## config.mk

```make
export PLATFORM = sky130hd
export DESIGN_NAME = key_event_arbiter_flat
export DESIGN_NICKNAME = d
export VERILOG_FILES = /design/src/rtl/key_evt_pkg.sv /design/src/rtl/key_event_arbiter_if.sv /design/src/rtl/key_edge_sync.sv /design/src/rtl/key_event_arbiter.sv /design/src/flat_wrapper.sv
export SDC_FILE = /design/constraint.sdc
export NUM_CORES = 1
export LEC_CHECK = 0
export ABC_CLOCK_PERIOD_IN_PS = 1350
export CELL_PAD_IN_SITES_DETAIL_PLACEMENT = 0
export CELL_PAD_IN_SITES_GLOBAL_PLACEMENT = 1
export CORE_MARGIN = 8
export CORE_UTILIZATION = 39
export CTS_BUF_LIST = sky130_fd_sc_hd__clkbuf_8 sky130_fd_sc_hd__clkbuf_16
export CTS_CLUSTER_DIAMETER = 200
export DETAILED_ROUTE_END_ITERATION = 7
export GPL_TIMING_DRIVEN = 0
export PLACE_DENSITY_LB_ADDON = 0.1
export SLEW_MARGIN = 10
export SYNTH_ARGS = -nofsm -noshare
export SYNTH_HDL_FRONTEND = slang
export SYNTH_SLANG_ARGS = --single-unit
```

## constraint.sdc

```tcl
create_clock -name clk -period 1.35 [get_ports clk]
set_input_delay 0.27 -clock clk [delete_from_list [all_inputs] [get_ports clk]]
set_output_delay 0.27 -clock clk [all_outputs]
set_load 0.05 [all_outputs]
```

## src/rtl/key_evt_pkg.sv

```systemverilog
// Shared types, defaults and helpers for the key event arbiter.
// Optional debounce is enabled by defining KEY_EVT_DEBOUNCE_EN.
package key_evt_pkg;

  typedef enum logic {
    IDLE  = 1'b0,
    OFFER = 1'b1
  } arb_state_t;

  localparam int unsigned SYNC_STAGES     = 2;
  localparam int unsigned DEBOUNCE_CYCLES = 4;

  // Round-robin successor with an explicit wrap for non-power-of-2 counts.
  function automatic int unsigned next_rr(input int unsigned idx, input int unsigned n);
    return (idx + 1 >= n) ? 0 : idx + 1;
  endfunction

endpackage

```

## src/rtl/key_event_arbiter_if.sv

```systemverilog
// Key inputs, single-event valid/ready port and status for key_event_arbiter.
interface key_event_arbiter_if #(
  parameter int unsigned N_KEYS = 4
);
  localparam int unsigned ID_W = $clog2(N_KEYS);

  logic [N_KEYS-1:0] key;
  logic              evt_valid;
  logic              evt_ready;
  logic [ID_W-1:0]   evt_id;
  logic [N_KEYS-1:0] pending;
  logic              overflow;

  modport master (
    input  key, evt_ready,
    output evt_valid, evt_id, pending, overflow
  );

  modport slave (
    output key, evt_ready,
    input  evt_valid, evt_id, pending, overflow
  );
endinterface

```

## src/rtl/key_edge_sync.sv

```systemverilog
// Per-key synchroniser, optional debounce filter (KEY_EVT_DEBOUNCE_EN) and rising-edge detect.
module key_edge_sync #(
  parameter int unsigned SYNC_STAGES = 2
`ifdef KEY_EVT_DEBOUNCE_EN
  , parameter int unsigned DEBOUNCE_CYCLES = 4
`endif
) (
  input  logic clk,
  input  logic rst,
  input  logic key_raw,
  output logic rise
);

  logic [SYNC_STAGES-1:0] sync_q;
  logic                   level;
  logic                   prev_q;

  always_ff @(posedge clk or posedge rst) begin
    if (rst) sync_q <= '0;
    else     sync_q <= {sync_q[SYNC_STAGES-2:0], key_raw};
  end

`ifdef KEY_EVT_DEBOUNCE_EN
  localparam int unsigned CNT_W = $clog2(DEBOUNCE_CYCLES + 1);

  logic [CNT_W-1:0] cnt_q;
  logic             filt_q;

  // Filtered level follows only after DEBOUNCE_CYCLES consecutive disagreeing samples.
  always_ff @(posedge clk or posedge rst) begin
    if (rst) begin
      cnt_q  <= '0;
      filt_q <= 1'b0;
    end else if (sync_q[SYNC_STAGES-1] != filt_q) begin
      if (cnt_q == CNT_W'(DEBOUNCE_CYCLES - 1)) begin
        filt_q <= sync_q[SYNC_STAGES-1];
        cnt_q  <= '0;
      end else begin
        cnt_q <= cnt_q + CNT_W'(1);
      end
    end else begin
      cnt_q <= '0;
    end
  end

  assign level = filt_q;
`else
  assign level = sync_q[SYNC_STAGES-1];
`endif

  always_ff @(posedge clk or posedge rst) begin
    if (rst) prev_q <= 1'b0;
    else     prev_q <= level;
  end

  assign rise = level & ~prev_q;

endmodule

```

## src/rtl/key_event_arbiter.sv

```systemverilog
// Turns N push-buttons into single press events shared round-robin on one valid/ready port.
// Define KEY_EVT_DEBOUNCE_EN to insert a debounce filter in every key path.
module key_event_arbiter #(
  parameter int unsigned N_KEYS      = 4,
  parameter int unsigned SYNC_STAGES = key_evt_pkg::SYNC_STAGES
`ifdef KEY_EVT_DEBOUNCE_EN
  , parameter int unsigned DEBOUNCE_CYCLES = key_evt_pkg::DEBOUNCE_CYCLES
`endif
) (
  input logic               clk,
  input logic               rst,
  key_event_arbiter_if.master bus
);
  import key_evt_pkg::*;

  localparam int unsigned ID_W = $clog2(N_KEYS);

  logic [N_KEYS-1:0] rise;
  arb_state_t        state, state_nxt;
  logic [ID_W-1:0]   rr_ptr, rr_nxt, id_nxt, grant_idx;
  logic              grant_found;
  logic [N_KEYS-1:0] ack, pending_nxt;
  logic              ovf_nxt;
  int unsigned       idx;

  for (genvar i = 0; i < N_KEYS; i++) begin : g_key
    key_edge_sync #(
      .SYNC_STAGES     (SYNC_STAGES)
`ifdef KEY_EVT_DEBOUNCE_EN
      , .DEBOUNCE_CYCLES (DEBOUNCE_CYCLES)
`endif
    ) u_sync (
      .clk     (clk),
      .rst     (rst),
      .key_raw (bus.key[i]),
      .rise    (rise[i])
    );
  end

  // Next-state, round-robin search, pending update and overflow detection.
  always_comb begin
    state_nxt   = state;
    rr_nxt      = rr_ptr;
    id_nxt      = bus.evt_id;
    ack         = '0;
    grant_found = 1'b0;
    grant_idx   = '0;
    idx         = 0;

    for (int unsigned k = 0; k < N_KEYS; k++) begin
      idx = 32'(rr_ptr) + k;
      if (idx >= N_KEYS) idx = idx - N_KEYS;
      if (!grant_found && bus.pending[ID_W'(idx)]) begin
        grant_found = 1'b1;
        grant_idx   = ID_W'(idx);
      end
    end

    case (state)
      IDLE: begin
        if (grant_found) begin
          id_nxt    = grant_idx;
          state_nxt = OFFER;
        end
      end
      OFFER: begin
        if (bus.evt_ready) begin
          ack[bus.evt_id] = 1'b1;
          rr_nxt          = ID_W'(next_rr(32'(bus.evt_id), N_KEYS));
          state_nxt       = IDLE;
        end
      end
      default: state_nxt = IDLE;
    endcase

    // A press arriving with its own ack is kept; one arriving on a still-pending key is dropped.
    pending_nxt = rise | (bus.pending & ~ack);
    ovf_nxt     = |(rise & bus.pending & ~ack);
  end

  always_ff @(posedge clk or posedge rst) begin
    if (rst) begin
      state         <= IDLE;
      rr_ptr        <= '0;
      bus.evt_id    <= '0;
      bus.evt_valid <= 1'b0;
      bus.pending   <= '0;
      bus.overflow  <= 1'b0;
    end else begin
      state         <= state_nxt;
      rr_ptr        <= rr_nxt;
      bus.evt_id    <= id_nxt;
      bus.evt_valid <= (state_nxt == OFFER);
      bus.pending   <= pending_nxt;
      bus.overflow  <= ovf_nxt;
    end
  end

endmodule
```

## src/flat_wrapper.sv

```systemverilog
// flat-port wrapper written by rule: the top's interface ports become plain ports
module key_event_arbiter_flat import key_evt_pkg::*;
#(
  parameter int unsigned N_KEYS      = 4,
  parameter int unsigned SYNC_STAGES = key_evt_pkg::SYNC_STAGES

)
  (clk, rst, bus_key, bus_evt_ready, bus_evt_valid, bus_evt_id, bus_pending, bus_overflow);
  key_event_arbiter_if #(.N_KEYS(N_KEYS)) bus_i ();
  input logic clk;
  input logic rst;
  input wire logic [$bits(bus_i.key)-1:0] bus_key;
  input wire logic [$bits(bus_i.evt_ready)-1:0] bus_evt_ready;
  output wire logic [$bits(bus_i.evt_valid)-1:0] bus_evt_valid;
  output wire logic [$bits(bus_i.evt_id)-1:0] bus_evt_id;
  output wire logic [$bits(bus_i.pending)-1:0] bus_pending;
  output wire logic [$bits(bus_i.overflow)-1:0] bus_overflow;
  assign bus_i.key = bus_key;
  assign bus_i.evt_ready = bus_evt_ready;
  assign bus_evt_valid = bus_i.evt_valid;
  assign bus_evt_id = bus_i.evt_id;
  assign bus_pending = bus_i.pending;
  assign bus_overflow = bus_i.overflow;
  key_event_arbiter #(.N_KEYS(N_KEYS), .SYNC_STAGES(SYNC_STAGES)) u_core (.clk(clk), .rst(rst), .bus(bus_i));
endmodule
```

==> flow_metrics.env, run 1 <==
export IMPL_avg_inst_size_synth_um2=11.8
export IMPL_worst_hold_slack_ps=355
export IMPL_clock_insertion_delay_worst_skew_ps=260
export IMPL_comb_power_share_pct=36.0
export IMPL_synth_edff_count=0
export IMPL_fmax_ghz=0.774
export IMPL_synth_lib_cells_used_distinct=19
export IMPL_netlist_top_cell_by_area="dfrtp_1"
export IMPL_syn_inst_count=74
export IMPL_detailedRoute_firstPassIterationCount=4
export IMPL_post_route_clock_skew_ps=3.30
export IMPL_finalWorstSetupSlack_ps=58.8
export IMPL_cts_made_buffers=3
export IMPL_die_area_mm2=0.00400
export IMPL_preCtsSetupSlack_ps=-263
export IMPL_timing_critical_path_max_delay_family="flip-flops"
export IMPL_seq_power_share_pct=46.2
export IMPL_worstPathArrival_ps=1020
export IMPL_clock_power_share_pct=17.8
export IMPL_finalSetupViolations=0
export IMPL_cts_htree_levels=1
export IMPL_maxCapViolCount=0
export IMPL_die_height_um=63.3
export IMPL_cts_path_max_buffers=2
export IMPL_fin_nets=104
export IMPL_hold_buffers=0
export IMPL_net_switching_share_of_the_total_power_pct=41.7
export IMPL_global_route_overflow_total=0
export IMPL_outcome="finished, final reports clean"
export IMPL_critical_path_max_fanout=5
export IMPL_critPathMaxStageDelay_ps=480
export IMPL_yosysWarnings=0
export IMPL_worst_ir_drop_vdd_uv=854
export IMPL_gpl_final_weighted_congestion=0.726
export IMPL_dominantRegCellSynth="dfrtp_1"
export IMPL_finalCritPeriodShare_pct=95.6
export IMPL_slew_headroom_pct=46.0
export IMPL_numPlacedInstances=116
export IMPL_design_core_area_mm2=0.00217
export IMPL_worst_path_buf_inv=1
export IMPL_io_buffer_count=14
export IMPL_post_layout_nonfiller_instances=120
export IMPL_mappedNetlistArea_um2=871
export IMPL_starting_density_of_the_core_pct=40.1
export IMPL_rsz0062_at_grt="no"
export IMPL_end_kind="primary output"
export IMPL_diodes=0
export IMPL_areaGrowthSynthToFinish_pct=24.9
export IMPL_via_count=584
export IMPL_total_leakage_power_nw=0.515
export IMPL_track_usage_pct=9.08
export IMPL_synth_fp_nets=85
export IMPL_holdCritPathClass="reg2reg"
export IMPL_ys_ff_latch=22
export IMPL_critPathRequiredTime_ps=1080
export IMPL_postCtsSetupBuffers=0
export IMPL_wire_per_inst_um=13.1
export IMPL_synth_top_cell_area_share_pct=63.2
export IMPL_ioPinCount=15
export IMPL_global_route_wire_length_before_repair_um=2880
export IMPL_power_per_cell_area_mw_per_mm2=2030
export IMPL_tritoncts="built"
export IMPL_synth_seq_area_share_pct=63.2
export IMPL_crit_path_top_delay_cell="dfrtp_1"
export IMPL_maximum_number_of_pins_on_one_net_before_global_route_repair=23
export IMPL_finalHoldViolCount=0
export IMPL_number_of_antenna_violations_at_the_first_check_in_global_routing=0
export IMPL_tritoncts_num_sinks=22
export IMPL_drt_iter0_markers=7
export IMPL_power_switching_w=0.000921
export IMPL_avgViaCountPerCell=4.87
export IMPL_clk_transition_reported_paths_ps=70
export IMPL_placement_rows=17
export IMPL_synth_most_common_cell="dfrtp_1"
export IMPL_first_global_vias=608
export IMPL_slew_violations=0
export IMPL_synth_async_reset_ratio_pct=100
export IMPL_ys_top_cells_by_count="dfrtp_1, inv_1, nand2_1"
export IMPL_placedInstanceArea_mm2=0.00105
export IMPL_dieWidth_um=63.3
export IMPL_timing_critical_path_cells="clkbuf_4"
export IMPL_worstSetupStartpointType="flip-flop"
export IMPL_cellInternalPower_w=0.00129
export IMPL_totalNegativeSetupSlack_ps=0
export IMPL_ctsResizeCount=35
export IMPL_dp_final_hpwl_um=1170
export IMPL_detail_route_drc_violations=0
export IMPL_final_period_minus_worst_setup_slack_ps=1290
export IMPL_netlist_top_cells_area="dfrtp_1, ha_1, inv_1"
export IMPL_antenna_violating_nets_post_route=0
export IMPL_layout_cell_area_non_filler_mm2=0.00109
export IMPL_max_slew_worst_pin_slew_ps=809
export IMPL_wirelength_um=1570
export IMPL_drive_gt1_share_pct=25.0
export IMPL_critical_path_class="reg2out"
export IMPL_clock_root_buffer="clkbuf_8"
cells in the final DEF, fill, tap and decap left out, types with 2 or more instances in the layout:
master	netlist	routed
o22ai_1	2	2
buf_2	0	3
o21ai_0	6	6
nand2_1	9	9
clkdlybuf4s15_2	0	2
nor2_1	2	2
dfrtp_1	22	16
clkbuf_4	0	2
inv_1	11	12
clkbuf_8	0	3
clkdlybuf4s50_1	0	6
dfrtp_2	0	6
ha_1	4	4
a21oi_1	3	3
mux2_2	2	2
nand4b_1	4	4
layout make-up:
type | count | area, um^2
timing repair buffer | 14 | 120
fill | 205 | 1080
clock buffer | 3 | 41.3
buffer | 1 | 5.00
inverter | 11 | 41.3
clock inverter | 1 | 3.75
sequential | 22 | 558
tap | 28 | 35.0
multi-input combinational | 40 | 283
per-stage QoR:
stage	total power (W)	util, %
after floorplan	0.00157	-
after global placement	0.00186	48.4
after detailed placement	0.00188	48.4
after CTS	0.00223	49.7
after global routing	0.00238	50.1
final	0.00221	50.1
sequential cells by signal, indices dropped and copies added, names as in the netlist:
| signal | count |
|---|---|
| u_core.g_key.u_sync.prev_q | 4 |
| u_core.bus.overflow | 1 |
| u_core.bus.evt_id | 2 |
| u_core.g_key.u_sync.sync_q | 8 |
| u_core.bus.pending | 4 |
| u_core.rr_ptr | 2 |
| u_core.bus.evt_valid | 1 |
cells by family (layout without fill, tap and decap cells):
family	after synthesis	count (layout)	synth area share [%]
flip-flops	22	22	63.2
AND/OR/NAND/NOR	19	19	12.6
AO/OA/AOI/OAI	15	15	10.5
buffers and inverters	12	30	5.32
adder cells (fa/ha/maj)	4	4	5.75
multiplexers	2	2	2.59
final timing paths:
path	startpoint	end	slack [ps]	depth (start not counted)
max in group asynchronous	rst	u_core.bus.evt_valid	330	2
min	u_core.g_key[1].u_sync.sync_q[0]	u_core.g_key[1].u_sync.sync_q[1]	360	0
max	u_core.bus.pending[2]	bus_pending[2]	60	1
min reg2reg	u_core.g_key[1].u_sync.sync_q[0]	u_core.g_key[1].u_sync.sync_q[1]	360	0
min in group asynchronous	rst	u_core.g_key[0].u_sync.sync_q[0]	470	2
max reg2reg	u_core.bus.pending[3]	u_core.bus.evt_id[0]	70	4
power by group through the flow:
stage | combinational (W) | sequential (W) | clock [W]
2_1_floorplan | 0.000300 | 0.00127 | 0
3_5_place_dp | 0.000859 | 0.00102 | 0
6_report | 0.000794 | 0.00102 | 0.000393
3_3_place_gp | 0.000848 | 0.00101 | 0
5_1_grt | 0.000877 | 0.00106 | 0.000443
4_1_cts | 0.000808 | 0.00100 | 0.000420
routing by layer:
layer  vias up  wire length (um)  global-route usage (%)
li1        283                 -                       -
met1       289               737                    10.4
met2        10               760                    14.3
met5         -                 0                       0
met3         2                55                    2.83
met4         0                15                    5.85
Power figures use the tool's default switching activity.
==> run 2, diff against run 1 <==
- ABC_CLOCK_PERIOD_IN_PS: 1350 -> 1600
- CORE_UTILIZATION: 39 -> 42
- GPL_TIMING_DRIVEN: 0 -> not set
- clock period: 1.35 -> 1.6 ns (I/O delays scaled with it)
==> run 2 against run 1 <==
Compared with the run above:
- register-to-register slack improved by 230 ps
- critical path type is now reg2reg
- global-route usage rose by 0.34 points
- utilization rose by 11 points
- sequential power fell by 19%
- largest power group is now combinational logic
- first-iteration DRC count fell by 57%
- non-clock buffer count rose by 3
==> flow_metrics.env, run 2 (synthesis results as in run 1) <==
export IMPL_global_route_overflow_total=0
export IMPL_detailedRoute_firstPassIterationCount=4
export IMPL_finalSetupViolations=0
export IMPL_starting_density_of_the_core_pct=44.4
export IMPL_rsz0062_at_grt="no"
export IMPL_seq_power_share_pct=38.3
export IMPL_global_route_wire_length_before_repair_um=2570
export IMPL_die_height_um=61.5
export IMPL_final_period_minus_worst_setup_slack_ps=1300
export IMPL_avgViaCountPerCell=4.78
export IMPL_largest_register="u_core.g_key.u_sync.sync_q"
export IMPL_io_buffer_count=14
export IMPL_ctsResizeCount=0
export IMPL_hold_buffers=0
export IMPL_detail_route_drc_violations=0
export IMPL_die_area_mm2=0.00379
export IMPL_maximum_number_of_pins_on_one_net_before_global_route_repair=23
export IMPL_worstPathArrival_ps=1450
export IMPL_drive_gt1_share_pct=22.1
export IMPL_clock_insertion_delay_worst_skew_ps=250
export IMPL_numPlacedInstances=118
export IMPL_gpl_final_weighted_congestion=0.830
export IMPL_finalCritPeriodShare_pct=81.2
export IMPL_final_cell_mix="dfrtp_1, inv_1, nand2_1, buf_12"
export IMPL_multi_input_area_um2=274
export IMPL_cts_made_buffers=3
export IMPL_number_of_antenna_violations_at_the_first_check_in_global_routing=0
export IMPL_critical_path_max_fanout=4
export IMPL_cts_path_max_buffers=2
export IMPL_worst_hold_slack_ps=352
export IMPL_power_switching_w=0.000820
export IMPL_max_slew_worst_pin_slew_ps=325
export IMPL_clock_root_buffer="clkbuf_8"
export IMPL_areaGrowthSynthToFinish_pct=36.9
export IMPL_totalNegativeSetupSlack_ps=0
export IMPL_track_usage_pct=9.42
export IMPL_first_global_vias=559
export IMPL_outcome="finished, final reports clean"
export IMPL_power_per_cell_area_mw_per_mm2=1810
export IMPL_placedInstanceArea_mm2=0.00114
export IMPL_wire_per_inst_um=13.2
export IMPL_end_kind="flip-flop"
export IMPL_comb_power_share_pct=44.1
export IMPL_slew_violations=0
export IMPL_nFillCells=172
export IMPL_antenna_violating_nets_post_route=0
export IMPL_slew_headroom_pct=78.1
export IMPL_post_layout_nonfiller_instances=122
export IMPL_fin_nets=107
export IMPL_cellInternalPower_w=0.00133
export IMPL_critical_path_class="reg2reg"
export IMPL_area_sequential_um2=551
export IMPL_postCtsSetupBuffers=0
export IMPL_drt_iter0_markers=3
export IMPL_ioPinCount=15
export IMPL_critPathRequiredTime_ps=1750
export IMPL_worst_ir_drop_vdd_uv=797
export IMPL_diodes=0
export IMPL_maxCapViolCount=0
export IMPL_dp_final_hpwl_um=1190
export IMPL_layout_cell_area_non_filler_mm2=0.00119
export IMPL_cts_htree_levels=1
export IMPL_design_core_area_mm2=0.00196
export IMPL_tritoncts_num_sinks=22
export IMPL_total_leakage_power_nw=0.567
export IMPL_layout_cells_most_common="dfrtp_1"
export IMPL_fmax_ghz=0.770
export IMPL_largest_register_ff_count=8
export IMPL_holdCritPathClass="reg2reg"
export IMPL_placement_rows=16
export IMPL_wirelength_um=1610
export IMPL_via_count=583
export IMPL_post_route_clock_skew_ps=3.12
export IMPL_net_switching_share_of_the_total_power_pct=38.1
export IMPL_finalHoldViolCount=0
export IMPL_dieWidth_um=61.5
export IMPL_tritoncts="built"
export IMPL_worstSetupStartpointType="flip-flop"
export IMPL_clk_transition_reported_paths_ps=70
export IMPL_clock_power_share_pct=17.6
export IMPL_top_regs="u_core.g_key.u_sync.sync_q: 8 flops, u_core.bus.pending: 4 flops, u_core.g_key.u_sync.prev_q: 4 flops"
## run 2: path summary, 6_finish.rpt
path | startpoint | end | slack, ps | cells after the start
setup / recovery | u_core.bus.pending[3] | u_core.bus.evt_id[0] | 300 | 4
hold / removal | u_core.g_key[0].u_sync.sync_q[0] | u_core.g_key[0].u_sync.sync_q[1] | 350 | 0
setup reg to reg | u_core.bus.pending[3] | u_core.bus.evt_id[0] | 300 | 4
hold reg to reg | u_core.g_key[0].u_sync.sync_q[0] | u_core.g_key[0].u_sync.sync_q[1] | 350 | 0
max in group asynchronous | rst | u_core.bus.pending[2] | 990 | 3
min in group asynchronous | rst | u_core.g_key[3].u_sync.sync_q[1] | 390 | 3
## run 2: stage by stage
stage	setup WS (ps)	utilization, %	total power, W
after detailed placement	60.1	58.0	0.00179
final	301	60.8	0.00215
after CTS	295	60.8	0.00218
after global routing	249	60.8	0.00228
after global placement	71.3	58.0	0.00177
after floorplan	131	-	0.00132
## run 2: area by class of cell
class,instances,area share [%]
inverter,11,3.46
sequential,22,46.2
multi-input combinational,40,23.0
tap,27,2.83
timing repair buffer,18,19.9
clock buffer,4,4.62
## run 2: metal layers
metal | GRT usage, % | part of all wire (%)
met1 | 12.4 | 47
met2 | 14.6 | 48
met3 | 2.51 | 4.8
met4 | 2.92 | 0.74
met5 | 0 | 0
## run 2: power groups by stage
| stage | logic, W | registers (W) | clock network (W) |
|---|---|---|---|
| 2_1_floorplan | 0.000254 | 0.00106 | 0 |
| 3_5_place_dp | 0.000953 | 0.000834 | 0 |
| 5_1_grt | 0.00102 | 0.000846 | 0.000417 |
| 3_3_place_gp | 0.000942 | 0.000829 | 0 |
| 6_report | 0.000950 | 0.000824 | 0.000378 |
| 4_1_cts | 0.000964 | 0.000825 | 0.000395 |
## run 2: worst max-delay path, stage by stage, from the launching register on
cell	delay [ps]
dfrtp_1	390
nor4_2	370
or2_4	210
a21oi_2	30
a22o_1	190
